<file path="config.mk">
export PLATFORM = sky130hd
export DESIGN_NAME = led_blink_meter
export DESIGN_NICKNAME = d
export VERILOG_FILES = /design/src/rtl/led_blink_meter.sv
export SDC_FILE = /design/constraint.sdc
export NUM_CORES = 1
export LEC_CHECK = 0
export BUFFER_PORTS_ARGS = -buffer_cell sky130_fd_sc_hd__buf_2
export CAP_MARGIN = 0
export CORE_MARGIN = 2
export CORE_UTILIZATION = 55
export CTS_CLUSTER_DIAMETER = 150
export CTS_CLUSTER_SIZE = 40
export DETAILED_ROUTE_END_ITERATION = 6
export PLACE_DENSITY = 0.74
export SLEW_MARGIN = 20
export SYNTH_ARGS = -nofsm -noshare
export SYNTH_HDL_FRONTEND = slang
export SYNTH_SLANG_ARGS = --single-unit
</file>
<file path="constraint.sdc">
create_clock -name clk_in1 -period 4.3 [get_ports clk_in1]
set_clock_uncertainty 0.2 [all_clocks]
set_input_delay 0.215 -clock clk_in1 [delete_from_list [all_inputs] [get_ports clk_in1]]
set_output_delay 0.215 -clock clk_in1 [all_outputs]
set_load 0.02 [all_outputs]
</file>
<file path="src/rtl/led_blink_meter.sv">
// led_blink_meter: measures the half-period of a blinking input in clock cycles.
//
// The input is synchronized, turned into accepted edges (either direction), and
// the cycles between consecutive accepted edges are reported. A two-state FSM
// waits for a first edge (SEEK), then measures every interval (MEASURE). When no
// edge arrives for TIMEOUT_CYC cycles the meter drops back to SEEK and raises a
// sticky timeout flag.
//
// Optional feature: define LED_BLINK_METER_GLITCH_FILTER_EN to accept a level
// change only after it has been stable for 3 cycles (adds 2 cycles of latency).
//
// Parameters:
//   CNT_W        width of the interval counter and of half_period_out
//   TIMEOUT_CYC  idle cycles before the input is declared dead (<= 2^CNT_W-1)
//   TOL          max difference between consecutive measurements for lock
// Ports:
//   clk_in1          clock, all state on the rising edge
//   rst_in1          synchronous active-high reset
//   led_in1          asynchronous blinking input
//   half_period_out  last measured half-period in clk_in1 cycles
//   valid_out1       one-cycle pulse when half_period_out updates
//   locked_out1      consecutive measurements agree within TOL
//   timeout_out1     sticky: input static for TIMEOUT_CYC cycles
module led_blink_meter #(
  parameter int CNT_W       = 16,
  parameter int TIMEOUT_CYC = 65535,
  parameter int TOL         = 1
) (
  input  logic             clk_in1,
  input  logic             rst_in1,
  input  logic             led_in1,
  output logic [CNT_W-1:0] half_period_out,
  output logic             valid_out1,
  output logic             locked_out1,
  output logic             timeout_out1
);

  typedef enum logic {SEEK, MEASURE} state_t;

  localparam logic [CNT_W-1:0] TO_VAL = CNT_W'(TIMEOUT_CYC);
  localparam logic [CNT_W:0]   TOL_V  = (CNT_W+1)'(TOL);

  // input conditioning
  logic s1_q, s1_d, s2_q, s2_d, lvl_q, lvl_d, edge_q, edge_d, det;
`ifdef LED_BLINK_METER_GLITCH_FILTER_EN
  logic [1:0] stab_q, stab_d;
`endif

  // measurement state
  state_t           state_q, state_d;
  logic [CNT_W-1:0] cnt_q, cnt_d, hp_q, hp_d, prev_q, prev_d, diff;
  logic             has_prev_q, has_prev_d, valid_q, valid_d;
  logic             lock_q, lock_d, to_q, to_d, match;

  always_comb begin
    s1_d  = led_in1;
    s2_d  = s1_q;
    lvl_d = lvl_q;
    det   = 1'b0;
`ifdef LED_BLINK_METER_GLITCH_FILTER_EN
    // stab_q counts earlier consecutive cycles the synchronized level has
    // differed from the accepted one; the third differing cycle accepts it.
    stab_d = 2'd0;
    if (s2_q != lvl_q) begin
      if (stab_q == 2'd2) begin
        det   = 1'b1;
        lvl_d = s2_q;
      end else begin
        stab_d = stab_q + 2'd1;
      end
    end
`else
    det   = (s2_q != lvl_q);
    lvl_d = s2_q;
`endif
    // registering the detection gives the 3-cycle input-to-valid latency
    edge_d = det;
  end

  assign diff  = (cnt_q >= prev_q) ? (cnt_q - prev_q) : (prev_q - cnt_q);
  assign match = has_prev_q && ({1'b0, diff} <= TOL_V);

  always_comb begin
    state_d    = state_q;
    cnt_d      = cnt_q;
    hp_d       = hp_q;
    prev_d     = prev_q;
    has_prev_d = has_prev_q;
    valid_d    = 1'b0;
    lock_d     = lock_q;
    to_d       = to_q;
    case (state_q)
      SEEK: begin
        cnt_d = '0;
        if (edge_q) begin
          state_d = MEASURE;
          cnt_d   = CNT_W'(1);
          to_d    = 1'b0;
        end
      end
      MEASURE: begin
        // cnt_q holds the cycles elapsed since the previous accepted edge;
        // an edge on the threshold cycle takes priority over the timeout.
        if (edge_q) begin
          hp_d       = cnt_q;
          valid_d    = 1'b1;
          lock_d     = match;
          prev_d     = cnt_q;
          has_prev_d = 1'b1;
          cnt_d      = CNT_W'(1);
        end else if (cnt_q >= TO_VAL) begin
          state_d    = SEEK;
          to_d       = 1'b1;
          lock_d     = 1'b0;
          has_prev_d = 1'b0;
          cnt_d      = '0;
        end else begin
          cnt_d = cnt_q + CNT_W'(1);
        end
      end
      default: state_d = SEEK;
    endcase
  end

  always_ff @(posedge clk_in1) begin
    if (rst_in1) begin
      s1_q       <= 1'b0;
      s2_q       <= 1'b0;
      lvl_q      <= 1'b0;
      edge_q     <= 1'b0;
`ifdef LED_BLINK_METER_GLITCH_FILTER_EN
      stab_q     <= 2'd0;
`endif
      state_q    <= SEEK;
      cnt_q      <= '0;
      hp_q       <= '0;
      prev_q     <= '0;
      has_prev_q <= 1'b0;
      valid_q    <= 1'b0;
      lock_q     <= 1'b0;
      to_q       <= 1'b0;
    end else begin
      s1_q       <= s1_d;
      s2_q       <= s2_d;
      lvl_q      <= lvl_d;
      edge_q     <= edge_d;
`ifdef LED_BLINK_METER_GLITCH_FILTER_EN
      stab_q     <= stab_d;
`endif
      state_q    <= state_d;
      cnt_q      <= cnt_d;
      hp_q       <= hp_d;
      prev_q     <= prev_d;
      has_prev_q <= has_prev_d;
      valid_q    <= valid_d;
      lock_q     <= lock_d;
      to_q       <= to_d;
    end
  end

  assign half_period_out = hp_q;
  assign valid_out1      = valid_q;
  assign locked_out1     = lock_q;
  assign timeout_out1    = to_q;

endmodule

</file>
* Word-level counts from Yosys, hierarchy flattened
Cells that the tools add are included.
** Cells by class
- $add $sub $neg :: 3
- Magnitude comparators :: 3
- Eq/ne operators :: 4
- Mux-type cells :: 16
- Bitwise logic cells :: 1
- Reductions and logical operators :: 6
** Operators with widths (count)
- 16-bit two-way mux :: 3
- 16-bit one-hot mux with 2 select lines :: 1
- 16-bit subtractor :: 2
- 16-bit by 1-bit adder with 16-bit output (second input constant) :: 1
- 16-bit greater-or-equal comparator :: 1
- 16-bit greater-or-equal comparator (second input constant) :: 1
- 16-bit by 1-bit <= comparator with 1-bit output (second input constant) :: 1
- 1-bit two-way mux :: 10
- 2-bit != test (second input constant) :: 2
- 1-bit one-hot mux with 2 select lines :: 2
- 2-bit AND reduction :: 2
- 3-bit AND reduction :: 1
- 2-bit by 1-bit != test with 1-bit output (second input constant) :: 1
- 2-bit nonzero test :: 1
- 2-bit OR reduction :: 1
- 1-bit logical AND :: 1
- 1-bit != test :: 1
- 1-bit NOT :: 1
** Storage, ports and cells
- Register bits :: 41
- Input port bits :: 3
- Logic and storage cells :: 44

* Longest topological paths before layout
- Depth in word-level cells :: 5
- Gate-level depth with buffers :: 12
- Depth with buffers taken out :: 12

* Worst setup path after synthesis
No wires, ideal clock.
- Path type :: register to register
- From :: register prev_q[0]
- To :: register lock_q (netlist: locked_out1)
- Setup time :: 0.084 ns
- Arrival time :: 2.903 ns
- Data required time :: 4.016 ns
- Setup slack :: 1.113 ns
- Cell stages (with the launch flop) :: 13
- Buffers on the path :: 0
- Period minus slack after synthesis :: 3.187 ns
- Path through :: dfxtp_1 -> inv_1 -> ha_1 -> inv_1 -> fa_1 -> and3_1 -> or3_1 -> a2111oi_2 -> o2111ai_1 -> a2111oi_2 -> nand3_1 -> a221o_1 -> o31ai_2
** On the way
- Longest elaborated chain between the ends :: 5
** Ends and longest elaborated chain
- start, declared :: RTL line 51 : logic [CNT_W-1:0] cnt_q, cnt_d, hp_q, hp_d, prev_q, prev_d, diff;
- start signal, assigned :: RTL line 153 : prev_q <= prev_d;
- 16-bit subtractor / 16-bit greater-or-equal comparator (equally long branches) :: RTL line 80 : assign diff = (cnt_q >= prev_q) ? (cnt_q - prev_q) : (prev_q - cnt_q);
- 16-bit two-way mux (*) :: RTL line 80
- 16-bit by 1-bit <= comparator with 1-bit output (*) :: RTL line 81 : assign match = has_prev_q && ({1'b0, diff} <= TOL_V);
- 1-bit logical AND (*) :: RTL line 81
- 1-bit two-way mux (*) :: RTL line 104 : if (edge_q) begin
- end signal, assigned :: RTL line 156 : lock_q <= lock_d;
- end, declared :: RTL line 53 : logic lock_q, lock_d, to_q, to_d, match;
Every way passes the cells marked *; elsewhere a longest branch is shown, timed or not.
A chain may end at the register's enable or synchronous reset.

* Worst setup path after layout
- From :: register cnt_q[0]
- To :: register lock_q (netlist: locked_out1)
** On the way
- Longest elaborated chain between the ends :: 5
** Ends and longest elaborated chain
- start, declared :: RTL line 51
- start signal, assigned :: RTL line 151 : cnt_q <= cnt_d;
- 16-bit subtractor / 16-bit greater-or-equal comparator (equally long branches) :: RTL line 80
- 16-bit two-way mux :: RTL line 80
- 16-bit by 1-bit <= comparator with 1-bit output :: RTL line 81
- 1-bit logical AND :: RTL line 81
- 1-bit two-way mux :: RTL line 104
Parallel ways exist; a longest one is shown, timed or not.

==> results.md <==
* Status: completed
* Fin. Hold Viols at 0
* Kind of critical path: flop to flop
* Worst Setup SP: cnt_q[0]
* Dpl hpwl at 6.66 mm
* Slew Limit Headroom at approximately half
* Worst Hold Class: input port to flop
* Synth area leaders: dfxtp_1 25%, ha_1 12%, a21oi_1 7.2%
* CTS HTree Levels at 2
* Yosys cell types at 61
* Final setup vio count at 0
* Worst VDD drop at 237 uV
* Syn Nets at 485
* Worst EP required at between 4 and 5 ns
* Leak at 1.51 nW
* Seq/Total Area, Yosys at 24.6%
* Post-synth EDFFs at 0
* Global route total overflow at 0
* Count leader, synth: nand2_1
* TritonRoute pass-1 iters at 5
* RSZ-0062 raised after global routing: no
* Post-route minimum period at around 3.6 ns
* Worst-margin pin slew at approximately 0.74 ns
* CP arrival at 3.60 ns
* Via/cell ratio at 6.17
* Fmax at about 280 MHz
* CTS max path bufs at 2
* Pre-CTS WS at 0.744 ns
* CTS resizes at 0
* Setup TNS Final at 0 ns
* Delay-heaviest family, CP: compound AO/OA/AOI/OAI gates
* Synth top cells by count: 52 x nand2_1, 48 x a21oi_1, 46 x inv_1
* Min-delay src: rst_in1
* Largest net degree at the start of global routing at 28
* Drt wl/cell at 16.5 um
* Pwr/cell area at 211 mW/mm^2
* Worst-path cell chain: ha_1 -> inv_1 -> fa_1 -> and3_1 -> or3_1 -> a2111oi_2 -> o2111ai_1 -> a2111oi_2 -> nand3_1 -> a221o_1 -> o31ai_2
* DRT Wirelength at 8.80 mm
* Die Width at 81.9 um
* Post-CTS setup buffer count at 0
* Die area at about 0.0067 mm^2
* Synth top area share at 24.6%
* R2R Setup Slk at between 0.7 and 0.8 ns
* Critical path launch point type: flop
* Most used cell, CP: a2111oi_2
* Hold EP: state_q
* Chip Height at about 80 um
* Initial DRC count at 491
* Post-CTS Hold Fix Bufs at 1
* Worst-path clk slew at 0.09 ns
* Buffers on Ports at 21
* Core ar. at 0.00589 mm^2
* CP endpoint kind: flop
* Vias at ~3300
* CTS buffer count at 5
* Cell count after synthesis at 448
* Top FF cell, synth: dfxtp_1
* Reg2reg end: locked_out1
* Cell Area, Synth at around 0.0033 mm^2
* CP max-delay cell: a2111oi_2
* Clk root buf: clkbuf_8
* # fillers at 549
* Row cnt at 28
* Max-cap viol count at 0
* Worst-skew pair later-pin latency at 0.29 ns
* Syn avg cell area at approximately 7.5 um^2
* Reg2Reg Depth at 11
* CTS tree: built
* Slew Viols, Final at 0
* DRC violations left at 0
* Largest fanout on the critical path at 7
* Final period utilization at between 80% and 90%
* # IOs at 22
* Post-route ant nets at 0
* Multi-input logic area at approximately 0.0023 mm^2
* Total GRT Usage at ~27%
* First-pass GRT wire length at roughly 14 mm
* YS warnings at 0
* Hold Path Depth at 2
* Yosys reg bits at 41
* Syn-to-layout area delta at 7.04%
* Final nets at 495
* Yosys top cell by area: dfxtp_1
* Setup WS post-layout at a little over 0.7 ns
* CTS Sinks at 41
* Vias in the first global route at 2871
* CP bufs+invs at 1
* Layout cell share with drive strength beyond 1 at 9.15%
* Placer Congestion at about 0.95
* Register area at between 800 and 900 um^2
* Initial antenna violation count at 0
* Initial Util at 56.8%
* Reg-to-reg startpoint: cnt_q[0]
* Hold Slack at about 0.17 ns
* Async S/R FF share, synth at 0%
* Diodes inserted at 0
* Slowest stage delay, CP at approximately 0.46 ns
per-stage QoR:
step,power (mW),instance area (um^2),std cells,utilization [%]
finish,0.753,3580,534,60.8
global route,0.778,3580,534,60.8
CTS,0.758,3580,534,60.8
detailed placement,0.429,3450,525,58.5
global placement,0.428,3450,525,58.5
floorplan,0.420,3340,448,-
how the worst max path moves through the flow:
stage / endpoint / slack (ns) / cells after the start
4_1_cts: locked_out1 / 0.72 / 11
5_1_grt: locked_out1 / 0.50 / 11
3_3_place_gp: locked_out1 / 0.76 / 11
6_report: locked_out1 / 0.72 / 11
2_1_floorplan: locked_out1 / 1.11 / 12
3_5_place_dp: locked_out1 / 0.74 / 11
cells by family (layout without fill, tap and decap cells):
group	after synthesis	after routing	share of synthesized area (%)
flops	41	41	24.6
mux	4	4	1.20
simple gates	153	153	21.6
buf+inv	65	76	7.98
compound gates	129	129	25.7
xor+xnor	22	22	5.77
fa+ha+maj	34	34	13.2
where the power goes:
part	switching [mW]	internal, mW	leakage, nW
clock	0.143	0.189	0.0574
sequential	0.00277	0.382	0.331
combinational	0.0216	0.0150	1.12
area by class of cell:
type,instances,area share [%]
Clock inverter,2,1.05
Timing Repair Buffer,22,3.22
Multi-Input combinational cell,342,63.0
Inverter,46,4.83
Tap cell,75,2.62
Sequential cell,41,23.0
Clock buffer,6,2.31
placed cells by master, fill, tap and decap left out, types with 3 or more instances in the layout:
| cell | netlist | routed |
|---|---|---|
| a211o_1 | 3 | 3 |
| a211oi_1 | 5 | 5 |
| a21o_1 | 9 | 9 |
| a21oi_1 | 48 | 48 |
| and3_1 | 7 | 7 |
| buf_2 | 9 | 21 |
| clkbuf_8 | 0 | 6 |
| dfxtp_1 | 41 | 41 |
| ha_1 | 32 | 32 |
| inv_1 | 46 | 46 |
| mux2i_1 | 4 | 4 |
| nand2_1 | 52 | 52 |
| nand2b_1 | 4 | 4 |
| nand3_1 | 12 | 12 |
| nand4_1 | 4 | 4 |
| nor2_1 | 42 | 42 |
| nor2b_1 | 4 | 4 |
| nor3_1 | 6 | 6 |
| nor3b_1 | 4 | 4 |
| nor4_1 | 3 | 3 |
| o211ai_1 | 3 | 3 |
| o21a_1 | 7 | 7 |
| o21ai_0 | 15 | 15 |
| o21ai_1 | 3 | 3 |
| o21bai_1 | 3 | 3 |
| o311ai_0 | 4 | 4 |
| or3_1 | 3 | 3 |
| xnor2_1 | 17 | 17 |
| xor2_1 | 5 | 5 |
flip-flops by register name, indices dropped and copies added (netlist names):
| register | count |
|---|---|
| cnt_q | 16 |
| prev_q | 16 |
| edge_q | 1 |
| has_prev_q | 1 |
| locked_out1 | 1 |
| lvl_d | 1 |
| lvl_q | 1 |
| s1_q | 1 |
| state_q | 1 |
| timeout_out1 | 1 |
| valid_out1 | 1 |
metal layers:
layer  track usage (%)  vias up  wire (um)
met5                 0        -          0
met4              7.83        0        165
met3              4.62       18        676
met2              41.5      176       3910
met1              38.8     1526       4050
li1                  -     1573          -
Note: power is estimated with default switching activity, not from simulation.
